$ cat src/rtl/beans_arb_if.sv
// Requester-side and shared-unit-side signals of one beans_arb instance.
// The arbiter takes the slave view; requesters and the beans unit take the master view.
interface beans_arb_if #(
   parameter int N_REQ = 4
);
   localparam int ID_W = $clog2(N_REQ);

   logic [N_REQ-1:0] req;
   logic             res_done;
   logic [N_REQ-1:0] gnt;
   logic [ID_W-1:0]  gnt_id;
   logic             res_start;
   logic [N_REQ-1:0] done;
   logic             timeout;
   logic             busy;

   modport master (
      output req, res_done,
      input  gnt, gnt_id, res_start, done, timeout, busy
   );

   modport slave (
      input  req, res_done,
      output gnt, gnt_id, res_start, done, timeout, busy
   );
endinterface

$ cat src/rtl/beans_arb.sv
// Round-robin arbiter/sequencer sharing one beans datapath among N_REQ requesters,
// with a per-grant watchdog that forcibly releases a stuck transaction.
module beans_arb #(
   parameter int N_REQ   = 4,
   parameter int TIMEOUT = 255,
   parameter int CNT_W   = 8
) (
   input logic        clk,
   input logic        rst,
   beans_arb_if.slave bus
);
   localparam int ID_W = $clog2(N_REQ);
   localparam logic [CNT_W-1:0] WCNT_LAST = CNT_W'(TIMEOUT - 1);
   localparam logic [ID_W-1:0]  ID_LAST   = ID_W'(N_REQ - 1);
   localparam logic [N_REQ-1:0] ONE_HOT0  = N_REQ'(1);

   typedef enum logic [1:0] {
      S_IDLE,
      S_START,
      S_WAIT
   } state_e;

   state_e            state_q;
   logic [ID_W-1:0]   ptr_q;
   logic [CNT_W-1:0]  wcnt_q;
   logic [N_REQ-1:0]  gnt_q;
   logic [ID_W-1:0]   gnt_id_q;
   logic              res_start_q;
   logic [N_REQ-1:0]  done_q;
   logic              timeout_q;
   logic              busy_q;

   logic              win_vld_d;
   logic [ID_W-1:0]   win_id_d;
   logic [ID_W-1:0]   ptr_d;
   int                scan_idx;

   // Scan downward in priority so the last hit is the lowest offset from ptr_q.
   always_comb begin
      // NOTE: every always_comb output gets a default first so no path can infer a latch.
      win_vld_d = 1'b0;
      win_id_d  = '0;
      scan_idx  = 0;
      for (int i = N_REQ - 1; i >= 0; i--) begin
         scan_idx = int'(ptr_q) + i;
         if (scan_idx >= N_REQ) scan_idx = scan_idx - N_REQ;
         if (bus.req[scan_idx]) begin
            win_vld_d = 1'b1;
            win_id_d  = ID_W'(scan_idx);
         end
      end
   end

   assign ptr_d = (gnt_id_q == ID_LAST) ? '0 : gnt_id_q + ID_W'(1);

   // NOTE: state is updated with non-blocking assignments so every register samples pre-edge values.
   always_ff @(posedge clk) begin
      if (rst) begin
         state_q     <= S_IDLE;
         ptr_q       <= '0;
         wcnt_q      <= '0;
         gnt_q       <= '0;
         gnt_id_q    <= '0;
         res_start_q <= 1'b0;
         done_q      <= '0;
         timeout_q   <= 1'b0;
         busy_q      <= 1'b0;
      end else begin
         res_start_q <= 1'b0;
         done_q      <= '0;
         timeout_q   <= 1'b0;
         unique case (state_q)
            S_IDLE: begin
               if (win_vld_d) begin
                  state_q     <= S_START;
                  gnt_q       <= ONE_HOT0 << win_id_d;
                  gnt_id_q    <= win_id_d;
                  res_start_q <= 1'b1;
                  busy_q      <= 1'b1;
               end
            end
            S_START: begin
               state_q <= S_WAIT;
               wcnt_q  <= '0;
            end
            S_WAIT: begin
               // Completion has priority over a watchdog expiry in the same cycle.
               if (bus.res_done) begin
                  state_q <= S_IDLE;
                  gnt_q   <= '0;
                  busy_q  <= 1'b0;
                  done_q  <= gnt_q;
                  ptr_q   <= ptr_d;
               end else if (wcnt_q == WCNT_LAST) begin
                  state_q   <= S_IDLE;
                  gnt_q     <= '0;
                  busy_q    <= 1'b0;
                  timeout_q <= 1'b1;
                  ptr_q     <= ptr_d;
               end else begin
                  wcnt_q <= wcnt_q + CNT_W'(1);
               end
            end
            default: state_q <= S_IDLE;
         endcase
      end
   end

   assign bus.gnt       = gnt_q;
   assign bus.gnt_id    = gnt_id_q;
   assign bus.res_start = res_start_q;
   assign bus.done      = done_q;
   assign bus.timeout   = timeout_q;
   assign bus.busy      = busy_q;
endmodule

$ cat src/flat_wrapper.sv
// flat-port wrapper written by rule: the top's interface ports become plain ports
module beans_arb_flat 
#(
   parameter int N_REQ   = 4,
   parameter int TIMEOUT = 255,
   parameter int CNT_W   = 8
)
  (clk, rst, bus_req, bus_res_done, bus_gnt, bus_gnt_id, bus_res_start, bus_done, bus_timeout, bus_busy);
  beans_arb_if #(.N_REQ(N_REQ)) bus_i ();
  input logic clk;
  input logic rst;
  input wire logic [$bits(bus_i.req)-1:0] bus_req;
  input wire logic [$bits(bus_i.res_done)-1:0] bus_res_done;
  output wire logic [$bits(bus_i.gnt)-1:0] bus_gnt;
  output wire logic [$bits(bus_i.gnt_id)-1:0] bus_gnt_id;
  output wire logic [$bits(bus_i.res_start)-1:0] bus_res_start;
  output wire logic [$bits(bus_i.done)-1:0] bus_done;
  output wire logic [$bits(bus_i.timeout)-1:0] bus_timeout;
  output wire logic [$bits(bus_i.busy)-1:0] bus_busy;
  assign bus_i.req = bus_req;
  assign bus_i.res_done = bus_res_done;
  assign bus_gnt = bus_i.gnt;
  assign bus_gnt_id = bus_i.gnt_id;
  assign bus_res_start = bus_i.res_start;
  assign bus_done = bus_i.done;
  assign bus_timeout = bus_i.timeout;
  assign bus_busy = bus_i.busy;
  beans_arb #(.N_REQ(N_REQ), .TIMEOUT(TIMEOUT), .CNT_W(CNT_W)) u_core (.clk(clk), .rst(rst), .bus(bus_i));
endmodule
$ cat config.mk
export PLATFORM = sky130hd
export DESIGN_NAME = beans_arb_flat
export DESIGN_NICKNAME = d
export VERILOG_FILES = /design/src/rtl/beans_arb_if.sv /design/src/rtl/beans_arb.sv /design/src/flat_wrapper.sv
export SDC_FILE = /design/constraint.sdc
export NUM_CORES = 1
export LEC_CHECK = 0
export BUFFER_PORTS_ARGS = -buffer_cell sky130_fd_sc_hd__buf_2
export CAP_MARGIN = 20
export CORE_MARGIN = 1
export CORE_UTILIZATION = 50
export DETAILED_ROUTE_END_ITERATION = 10
export HOLD_SLACK_MARGIN = 0.1
export PLACE_DENSITY = 0.73
export SLEW_MARGIN = 20
export SYNTH_ARGS = -nofsm -noshare
export SYNTH_HDL_FRONTEND = slang
export SYNTH_SLANG_ARGS = --single-unit
export TNS_END_PERCENT = 50
$ cat constraint.sdc
create_clock -name clk -period 2 [get_ports clk]
set_input_delay 0.4 -clock clk [delete_from_list [all_inputs] [get_ports clk]]
set_output_delay 0.4 -clock clk [all_outputs]
set_load 0.005 [all_outputs]
Yosys cells after proc, flatten, opt, wreduce, memory -nomap -nowiden
Cells that the tools add are included.
{"block": "op_classes", "shift": 1, "addsub": 9, "n_bitwise": 3, "eq_ne": 8, "mux": 44, "reduce_logical": 12, "n_lt_le_gt_ge": 8}
{"cell": "< comparator 32 x 4 -> 1 bit, second input constant", "n": 4}
{"cell": "2-to-1 mux 32 bit", "n": 4}
{"cell": ">= comparator 32 x 4 -> 1 bit, second input constant", "n": 3}
{"cell": "subtractor 32 x 4 -> 32 bit, second input constant", "n": 3}
{"cell": "2-to-1 mux 2 bit", "n": 10}
{"cell": "2-to-1 mux 1 bit", "n": 17}
{"cell": "2-to-1 mux 8 bit", "n": 2}
{"cell": "one-hot mux 8 bit (2 select lines)", "n": 1}
{"cell": "2-to-1 mux 4 bit", "n": 3}
{"cell": "adder 8 x 1 -> 8 bit, second input constant", "n": 1}
{"cell": "binary-select mux 1 bit (select 2 bit)", "n": 4}
{"cell": "== test 8 bit, second input constant", "n": 1}
{"cell": "one-hot mux 4 bit (2 select lines)", "n": 1}
{"cell": "adder 2 x 2 -> 3 bit, second input constant", "n": 2}
{"cell": "one-hot mux 2 bit (3 select lines)", "n": 1}
{"cell": "AND reduction 2 bit", "n": 3}
{"cell": "AND reduction 3 bit", "n": 2}
{"cell": "nonzero test 2 bit", "n": 3}
{"cell": "OR reduction 3 bit", "n": 2}
{"cell": "== test 2 bit, second input constant", "n": 2}
{"cell": "!= test 2 bit, second input constant", "n": 2}
{"cell": "<< shifter 1 x 2 -> 4 bit, first input constant", "n": 1}
{"cell": "subtractor 2 x 3 -> 4 bit, second input constant", "n": 1}
{"cell": "adder 2 x 1 -> 3 bit, second input constant", "n": 1}
{"cell": "9 further kinds", "n": 11}
{"block": "totals", "reg_bits": 25}

Depth between registers and ports, before layout
Gate-level depths: netlist of run 1.
{"block": "logic_depth", "depth_word": 13, "ltp_mapped": 7}

Worst setup path after synthesis of run 1
No wires, ideal clock.
{"block": "synth_timing", "path_kind": "register -> register", "from": "reg u_core.wcnt_q[0]", "to": "reg u_core.wcnt_q[7]", "setup_time_ns": 0.119, "path_stages_with_launch": 8, "required_time_ns": 1.881, "setup_slack_ns": 0.284, "arrival_ns": 1.597, "n_path_buf": 0, "cell_sequence": "dfxtp_1 inv_1 ha_1 and4_1 a21o_4 a2111oi_4 xnor2_1 nor2_2"}
{"block": "synth_via", "elab_chain_cells": 4, "word_cells_on_any_way": 7}
{"item": "start: declaration", "line_no": "beans_arb.sv:25", "source": "logic [CNT_W-1:0] wcnt_q;"}
{"item": "start signal: assignment", "line_no": "beans_arb.sv:101", "source": "wcnt_q <= wcnt_q + CNT_W'(1);"}
{"item": "adder 8 x 1 -> 8 bit", "line_no": "beans_arb.sv:101"}
{"item": "2-to-1 mux 8 bit", "line_no": "beans_arb.sv:94", "source": "end else if (wcnt_q == WCNT_LAST) begin"}
{"item": "2-to-1 mux 8 bit", "line_no": "beans_arb.sv:88", "source": "if (bus.res_done) begin"}
{"item": "one-hot mux 8 bit (2 select lines)", "line_no": "beans_arb.sv:72", "source": "unique case (state_q)"}
Parallel ways exist; a longest one is shown, timed or not. The select of a mux whose other input is x is not followed.
A chain may end at the register's enable or synchronous reset.

Final worst setup path of run 1
Ends and elaborated chain as after synthesis.

==> results.py, run 1 <==
metrics = {
    "yosys": {
        "ys.warnings.count": 0,
        "syn_area_um2": 1070,
        "synthCells": 119,
        "synthMuxAreaShare_pct": 1.86,
        "synthAdderAreaFrac_pct": 3.49,
        "synth_xor_area_share_pct": 4.07,
        "synth_top_family_by_area": "simple AND/OR/NAND/NOR gates",
        "synth_compound_area_share_pct": 17.0,
        "ys_seq_area_share_pct": 46.6,
        "synth_fp_nets": 129,
        "syn_avg_cell_area_um2": 9.03,
        "ys_seq_elements": 25,
        "ys_types": 34,
        "synth_simple_gate_area_share_pct": 25.3,
    },
    "sta": {
        "hold_ws_ps": 433,
        "setup_slack_ps": 191,
        "tightest_slew_ps": 554,
        "period_minus_slack_ps": 1810,
        "clock.fmax_mhz": 553,
        "slew_headroom_pct": 62.8,
        "setup_tns_ps": 0,
        "slew_violations": 0,
        "hold_violations": 0,
        "rsz0062_at_grt": "no",
        "finClkSkew_ps": 7.80,
        "setup_violations": 0,
        "period_share_pct": 90.4,
    },
    "route": {
        "wl_per_cell_um": 11.6,
        "via_per_inst": 5.33,
        "wirelength_um": 1920,
        "vias": 885,
        "initialDrtViolationCount": 11,
        "ant_nets": 0,
        "drc": 0,
        "first_pass_iters": 4,
    },
    "global_routing": {
        "overflow": 0,
        "grt_max_degree": 18,
        "grt_pass1_wl_um": 3460,
        "grt_pass1_vias": 861,
        "antenna_found_initial": 0,
        "grt_usage_pct": 18.7,
    },
    "worst_setup_path": {
        "required_ps": 2220,
        "critPathCaptureType": "flip-flop",
        "worstSetupStartpointType": "flip-flop",
        "worst-path-buf-inv": 1,
        "timing.rr.start": "u_core.wcnt_q[0]",
        "ff2ff_setup_slack_ps": 190,
        "path_max_fanout": 8,
        "slowest_stage": "dfxtp_1",
        "reg2reg_depth": 7,
        "crit_chain": "inv_1, ha_1, and4_1, a21o_4, a2111oi_4, xnor2_1, nor2_2",
        "criticalPathCategory": "reg -> reg",
        "critPathTopFamily": "compound AO/OA/AOI/OAI gates",
        "r2r-end": "u_core.wcnt_q[7]",
        "critPathMaxStageDelay_ps": 410,
        "cp.arrival_ps": 2030,
    },
    "die": {
        "initial_utilization_pct": 54.2,
        "core_um2": 1980,
        "ios": 20,
        "rows": 16,
        "die_y_um": 48.4,
        "die_w_um": 48.4,
        "die-area_um2": 2340,
    },
    "layout": {
        "syn_to_final_growth_pct": 13.5,
        "fillers": 178,
        "layout_commonest_cell": "dfxtp_1",
        "layout_common_cells": "dfxtp_1, buf_2, nor2_1",
        "drive_above_1_share_pct": 18.7,
        "diodes": 0,
        "fin_cells": 166,
        "nets": 150,
    },
    "cts": {
        "clkTransAtPathRegs_ps": 130,
        "cts_setup_buffers": 0,
        "clock_path_buffers": 2,
        "clock_latency_ps": 310,
        "tritoncts": "done",
        "cts-root-buf": "clkbuf_4",
        "cts_max_level": 1,
        "numCtsBuffers": 3,
        "cts_hold_buffers": 0,
        "clock_sinks": 25,
        "cts_resized": 0,
    },
    "pwr": {
        "leakage_uw": 0.000508,
        "p_per_area_nw_per_um2": 702,
        "vdd_drop_max_mv": 0.639,
    },
    "place": {
        "dp.cells": 162,
        "dp_hpwl_um": 1490,
        "portBuffers": 19,
        "gp_congestion": 0.776,
        "preCtsSetupSlack_ps": 166,
    },
    "flow_run": {
        "cap_viol_max_count": 0,
    },
    "worst_hold_path": {
        "whs_path_depth": 2,
        "min_path_type": "in -> reg",
        "hp-start": "rst",
        "hold_end": "u_core.bus.gnt[0]",
    },
    "outcome": {
        "status": "finished, final reports clean",
    },
}
[worst max path at each step]
stage / start / endpoint / cells past startpoint
floorplan: u_core.wcnt_q[0] / u_core.wcnt_q[7] / 7
global placement: bus_res_done / u_core.wcnt_q[7] / 6
detailed placement: bus_res_done / u_core.wcnt_q[7] / 6
CTS: u_core.wcnt_q[0] / u_core.wcnt_q[7] / 7
global route: u_core.wcnt_q[0] / u_core.wcnt_q[7] / 7
finish: u_core.wcnt_q[0] / u_core.wcnt_q[7] / 7
[synthesized netlist by cell type]
cell type / instances / area share, %
nand2b_1: 3 / 1.7
and4_1: 1 / 0.82
nor2_1: 18 / 6.3
or3b_1: 1 / 0.82
a32oi_1: 2 / 1.6
and3b_1: 1 / 0.82
mux2i_1: 2 / 1.9
and3_1: 2 / 1.2
nand3_1: 1 / 0.47
nor3_1: 2 / 0.93
inv_1: 2 / 0.70
clkbuf_1: 3 / 1.0
a21o_4: 1 / 1.4
o21a_1: 1 / 0.70
nor2_2: 1 / 0.58
a21oi_1: 11 / 5.1
xnor2_1: 4 / 3.3
nor2b_1: 2 / 1.2
xor2_1: 1 / 0.82
ha_1: 3 / 3.5
and2_1: 5 / 2.9
a311oi_1: 1 / 0.82
a21boi_1: 1 / 0.70
a31oi_1: 2 / 1.2
dfxtp_1: 25 / 47
o22ai_1: 1 / 0.58
a211oi_1: 1 / 0.70
a2111oi_4: 1 / 2.6
o21ai_0: 2 / 0.93
nand4_1: 1 / 0.58
or3_1: 5 / 2.9
a21o_1: 1 / 0.70
nand2_1: 10 / 3.5
nor4_1: 1 / 0.58
[cell type report]
cell class,count,area (µm²),share of cell area (%)
Multi-Input combinational cell,89,556,45.5
Sequential cell,25,500,41.0
Timing Repair Buffer,19,95.1,7.79
Tap cell,27,33.8,2.77
Clock buffer,3,22.5,1.85
Inverter,2,7.51,0.615
Clock inverter,1,5.00,0.410
[kinds of logic (layout without fill, tap and decap cells)]
family / count (synthesis) / in the layout
muxes: 2 / 2
and+or+nand+nor: 54 / 54
xor gates and xnor gates: 5 / 5
DFF: 25 / 25
adders and majority gates: 3 / 3
AOI/OAI and AO/OA: 25 / 25
buffers and inverters: 5 / 25
[sequential cells by signal, summed over array words and instances (netlist names)]
signal                flops
u_core.bus.done           4
u_core.wcnt_q             8
u_core.bus.timeout        1
u_core.ptr_q              2
u_core.bus.gnt            4
u_core.bus.busy           1
u_core.bus.res_start      1
u_core.bus.gnt_id         2
u_core.state_q            2
[routing by layer]
metal  GRT usage [%]  wire [µm]  up-vias
li1                -          -      456
met5               0          0        -
met1            23.0        937      407
met2            30.8        873       20
met4            3.92          8        0
met3            7.86        104        2
[where the power goes]
group          leakage, µW  switching [µW]  total [µW]  internal, µW
registers         0.000203            13.5         531           518
logic             0.000287            68.0         112          43.6
clock network    0.0000177             139         214          74.8
[metrics by stage]
stage / cell area [µm²] / power [µW] / utilization (%)
3_3_place_gp: 1190 / 649 / 60.2
4_1_cts: 1220 / 867 / 61.6
3_5_place_dp: 1190 / 654 / 60.2
5_1_grt: 1220 / 906 / 61.6
2_1_floorplan: 1070 / 616 / -
6_report: 1220 / 857 / 61.6
(Power assumes the default switching activity.)
==> run 2, diff against run 1 <==
- ABC_AREA: unset -> 1
- PLACE_DENSITY: 0.73 -> 0.71
- clock period: 2 -> 2.05 ns (I/O delays scaled with it)
==> results.py, run 2 <==
metrics = {
    "outcome": {
        "status": "finished, final reports clean",
    },
    "yosys": {
        "synth_most_common_cell": "nand2_1",
        "async_flop_share_pct": 0,
        "syn_area_um2": 1360,
        "ys_seq_elements": 25,
        "synth_fp_nets": 196,
        "synth_top_area_cell": "dfxtp_1",
        "netlist.area_leader.share_pct": 36.9,
        "ys_types": 32,
        "syn_avg_cell_area_um2": 7.30,
        "yosys-top-cells-count": "nand2_1, dfxtp_1, inv_1",
        "synth_flop_cell": "dfxtp_1",
        "ys_seq_area_share_pct": 36.9,
        "synth_area_leaders": "dfxtp_1, nand2_1, nand3_1, inv_1, a21oi_1",
        "synth_edf_count": 0,
        "ys.warnings.count": 0,
        "synthCells": 186,
    },
    "worst_setup_path": {
        "reg2reg_depth": 10,
        "path_depth": 10,
        "required_ps": 2310,
        "cp.arrival_ps": 1900,
        "critPathCaptureType": "flip-flop",
        "crit_chain": "nand2_1, nand2_4, nand2_1, nand2_1, nand2_1, nand2_1, nand2_1, nand2_2, nand3_1, a21oi_1",
        "slowest_stage": "dfxtp_1",
        "path_max_fanout": 10,
        "critPathTopFamily": "simple AND/OR/NAND/NOR gates",
        "worst-path-buf-inv": 0,
        "critPathMaxStageDelay_ps": 620,
        "crit_top_cell": "nand2_1",
        "worstSetupStartpointType": "flip-flop",
        "criticalPathCategory": "reg -> reg",
    },
    "global_routing": {
        "overflow": 0,
        "grt_max_degree": 16,
        "grt_pass1_wl_um": 4460,
        "grt_pass1_vias": 1112,
        "antenna_found_initial": 0,
        "grt_usage_pct": 21.0,
    },
    "layout": {
        "syn_to_final_growth_pct": 10.9,
        "fin_util_pct": 59.7,
        "layout_common_cells": "nand2_1, dfxtp_1, inv_1",
        "fillers": 250,
        "largest_reg_flops": 8,
        "fin_cells": 237,
        "top_register": "u_core.wcnt_q",
        "layout_commonest_cell": "nand2_1",
        "drive_above_1_share_pct": 25.6,
        "diodes": 0,
        "nets": 218,
    },
    "sta": {
        "period_minus_slack_ps": 1640,
        "clock.fmax_mhz": 610,
        "period_share_pct": 79.9,
        "hold_ws_ps": 276,
        "setup_violations": 0,
        "setup_tns_ps": 0,
        "slew_violations": 0,
        "slew_headroom_pct": 70.7,
        "rsz0062_at_grt": "no",
        "hold_violations": 0,
        "finClkSkew_ps": 2.08,
        "tightest_slew_ps": 439,
    },
    "place": {
        "gp_congestion": 0.872,
        "dp.cells": 233,
        "portBuffers": 19,
        "dp_hpwl_um": 2090,
    },
    "route": {
        "wl_per_cell_um": 11.1,
        "wl_met1_um": 1180,
        "wirelength_um": 2640,
        "wl_met2_um": 1340,
        "via_per_inst": 5.21,
        "highest_layer": "met4",
        "first_pass_iters": 4,
        "vias": 1235,
        "drc": 0,
        "initialDrtViolationCount": 29,
        "ant_nets": 0,
        "met3_length_um": 99,
    },
    "cts": {
        "numCtsBuffers": 3,
        "clock_sinks": 25,
        "cts_setup_buffers": 0,
        "clock_latency_ps": 320,
        "cts_max_level": 1,
        "cts_resized": 0,
        "cts-root-buf": "clkbuf_4",
        "clkTransAtPathRegs_ps": 140,
        "tritoncts": "done",
        "cts_hold_buffers": 0,
        "clock_path_buffers": 2,
    },
    "die": {
        "die_y_um": 54.1,
        "die-area_um2": 2930,
        "initial_utilization_pct": 53.8,
        "core_um2": 2520,
        "die_w_um": 54.1,
        "ios": 20,
        "rows": 18,
    },
    "worst_hold_path": {
        "min_path_type": "in -> reg",
        "whs_path_depth": 2,
    },
    "pwr": {
        "vdd_drop_max_mv": 0.558,
        "leakage_uw": 0.000715,
        "p_per_area_nw_per_um2": 665,
    },
    "flow_run": {
        "cap_viol_max_count": 0,
    },
}
-- run 2: cell count changes after synthesis, moves of 5 or more --
| cell | previous run | this run |
|---|---|---|
| nand2_2 | 0 | 8 |
| or3_1 | 5 | 0 |
| nand3_1 | 1 | 18 |
| inv_1 | 2 | 24 |
| nand2_1 | 10 | 44 |
| and2_1 | 5 | 0 |
-- run 2: per-layer routing --
metal / GRT usage, % / vias up
met5: 0 / -
met1: 24.7 / 565
met4: 5.56 / 0
met3: 5.93 / 4
li1: - / 639
met2: 37.0 / 27
-- run 2: cell type report --
| class | count | area (µm²) | share of cell area, % |
|---|---|---|---|
| clock buffer | 3 | 22.5 | 1.50 |
| clock inverter | 1 | 7.51 | 0.499 |
| inverter | 29 | 124 | 8.23 |
| multi-input combinational | 130 | 718 | 47.7 |
| sequential | 25 | 500 | 33.3 |
| tap | 30 | 37.5 | 2.49 |
| timing repair buffer | 19 | 95.1 | 6.32 |
-- run 2: final timing paths --
kind / from / to / slack, ps
setup reg to reg: u_core.ptr_q[0] / u_core.bus.gnt[2] / 410
setup / recovery: u_core.ptr_q[0] / u_core.bus.gnt[2] / 410
hold reg to reg: u_core.bus.gnt[3] / u_core.bus.done[3] / 460
hold / removal: bus_res_done / u_core.bus.timeout / 280
-- run 2: kinds of logic after synthesis --
kind of cell / count (synthesis) / synth area share (%)
and+or+nand+nor: 103 / 38.1
buffers and inverters: 31 / 10.2
DFF: 25 / 36.9
AOI/OAI and AO/OA: 23 / 11.4
adders and majority gates: 3 / 2.77
xor gates and xnor gates: 1 / 0.645
-- run 2: power by group --
group | switching, µW | internal (µW) | leakage (µW)
logic | 150 | 83.2 | 0.000498
registers | 24.9 | 515 | 0.000204
clock network | 153 | 74.6 | 0.0000139
total | 328 | 673 | 0.000715
-- run 2: through the flow --
step | setup slack [ps] | area [µm²] | total power, µW
floorplan | 743 | 1360 | 721
global route | 248 | 1510 | 1070
detailed placement | 432 | 1480 | 785
global placement | 494 | 1480 | 780
CTS | 425 | 1510 | 1010
finish | 411 | 1510 | 1000
==> run 3, diff against run 2 <==
- clock period: 2.05 -> 1.56 ns (I/O delays scaled with it)
==> results.py, run 3 (synthesis results as in run 2) <==
metrics = {
    "global_routing": {
        "grt_pass1_wl_um": 4200,
        "grt_pass1_vias": 1033,
        "overflow": 0,
        "antenna_found_initial": 0,
        "grt_max_degree": 16,
        "grt_usage_pct": 20.0,
    },
    "layout": {
        "nets": 220,
        "diodes": 0,
        "layout_common_cells": "nand2_1, inv_1, dfxtp_1",
        "syn_to_final_growth_pct": 12.4,
        "fin_area_um2": 1530,
        "top_register": "u_core.wcnt_q",
        "drive_above_1_share_pct": 27.3,
        "fillers": 239,
        "seq_area_um2": 505,
        "multiInputGateArea_um2": 718,
        "largest_reg_flops": 8,
        "layout_commonest_cell": "nand2_1",
    },
    "sta": {
        "clock.fmax_mhz": 686,
        "slew_headroom_pct": 79.0,
        "period_minus_slack_ps": 1460,
        "finClkSkew_ps": 7.87,
        "tightest_slew_ps": 315,
        "slew_violations": 0,
        "setup_violations": 0,
        "rsz0062_at_grt": "yes",
        "period_share_pct": 93.5,
        "hold_ws_ps": 178,
        "hold_violations": 0,
    },
    "worst_setup_path": {
        "critPathTopFamily": "simple AND/OR/NAND/NOR gates",
        "path_depth": 6,
        "critPathMaxStageDelay_ps": 430,
        "path_max_fanout": 9,
        "crit_chain": "inv_2, nor3_4, nand4_2, nand2_1, nand2_2, a211oi_1",
        "reg2reg_depth": 6,
        "slowest_stage": "dfxtp_1",
        "timing.rr.start": "u_core.wcnt_q[2]",
        "required_ps": 1770,
        "worst-path-buf-inv": 1,
        "worstSetupStartpointType": "flip-flop",
        "cp.arrival_ps": 1670,
        "critPathCaptureType": "flip-flop",
        "criticalPathCategory": "reg -> reg",
        "ff2ff_setup_slack_ps": 100,
        "r2r-end": "u_core.ptr_q[0]",
    },
    "cts": {
        "tritoncts": "done",
        "cts_setup_buffers": 0,
        "clock_latency_ps": 320,
        "clock_path_buffers": 2,
        "clock_sinks": 25,
        "cts_max_level": 1,
        "numCtsBuffers": 3,
        "clkTransAtPathRegs_ps": 140,
        "cts-root-buf": "clkbuf_4",
    },
    "route": {
        "wl_per_cell_um": 10.5,
        "wirelength_um": 2510,
        "initialDrtViolationCount": 22,
        "ant_nets": 0,
        "first_pass_iters": 4,
        "vias": 1226,
        "via_per_inst": 5.13,
        "drc": 0,
    },
    "pwr": {
        "p_seq_share_pct": 54.0,
        "p_clk_share_pct": 22.1,
        "p_per_area_nw_per_um2": 859,
        "vdd_drop_max_mv": 0.626,
        "swShare_pct": 32.2,
        "p_int_uw": 889,
        "leakage_uw": 0.000727,
        "power.switching_uw": 422,
        "combPwrFrac_pct": 23.9,
    },
    "die": {
        "die_y_um": 54.1,
        "core_um2": 2520,
        "ios": 20,
        "rows": 18,
        "die_w_um": 54.1,
        "initial_utilization_pct": 53.8,
        "die-area_um2": 2930,
    },
    "worst_hold_path": {
        "min_path_type": "in -> reg",
        "hp-start": "bus_res_done",
        "hold_end": "u_core.bus.timeout",
        "whs_path_depth": 2,
    },
    "place": {
        "gp_congestion": 0.862,
        "placed_area_um2": 1490,
        "portBuffers": 19,
        "dp_hpwl_um": 1970,
    },
    "outcome": {
        "status": "finished, final reports clean",
    },
    "flow_run": {
        "cap_viol_max_count": 0,
    },
}
## run 3: changes by cell type in the layout (fill, tap and decap cells not counted)
cell / change
dfxtp_2: +1
buf_4: +2
dfxtp_1: -2
dfxtp_4: +1
## run 3: repair_timing
item	CTS	global route
hold buffers	0	0
setup endpoints to repair	7	8
resized for setup	1	2
## run 3: layout make-up
class	count	area share, %
Multi-Input combinational cell	130	47.1
Clock buffer	3	1.48
Clock inverter	1	0.492
Inverter	29	8.12
Tap cell	30	2.46
Sequential cell	25	33.1
Timing Repair Buffer	21	7.22
## run 3: power by group through the flow
| stage | registers, µW | logic [µW] | clock network, µW |
|---|---|---|---|
| global route | 715 | 359 | 329 |
| global placement | 722 | 308 | 0 |
| floorplan | 719 | 229 | 0 |
| finish | 708 | 314 | 289 |
| detailed placement | 724 | 312 | 0 |
| CTS | 710 | 313 | 302 |
## run 3: how the worst max path moves through the flow
stage / start / end / slack [ps]
floorplan: u_core.ptr_q[0] / u_core.bus.gnt_id[0] / 250
global placement: u_core.ptr_q[0] / u_core.bus.gnt[3] / 30
detailed placement: u_core.ptr_q[0] / u_core.bus.gnt[3] / -50
CTS: u_core.wcnt_q[0] / u_core.ptr_q[0] / 60
global route: u_core.wcnt_q[5] / u_core.ptr_q[0] / -30
finish: u_core.wcnt_q[2] / u_core.ptr_q[0] / 100
## run 3: worst register-to-register path, delay by kind of cell, from the launching register on
kind / cells / cell delay, ps
compound gates: 1 / 290
flops: 1 / 430
simple gates: 4 / 570
buf+inv: 1 / 70
## run 3: per-layer routing
metal / wire length [µm] / up-vias / GRT usage, % / share of wire, %
li1: - / 643 / - / -
met1: 1180 / 564 / 24.6 / 47
met2: 1240 / 15 / 34.0 / 49
met3: 74 / 4 / 5.08 / 2.9
met4: 19 / 0 / 6.41 / 0.76
met5: 0 / - / 0 / 0
## run 3: metrics by stage
step	total power, µW	setup TNS [ps]	cells	setup slack (ps)	util, %
floorplan	948	0	186	253	-
global placement	1030	0	235	26.4	59.1
detailed placement	1040	-273	235	-47.6	59.1
CTS	1320	0	239	62.5	60.3
global route	1400	-43.7	239	-26.9	60.5
finish	1310	0	239	102	60.5
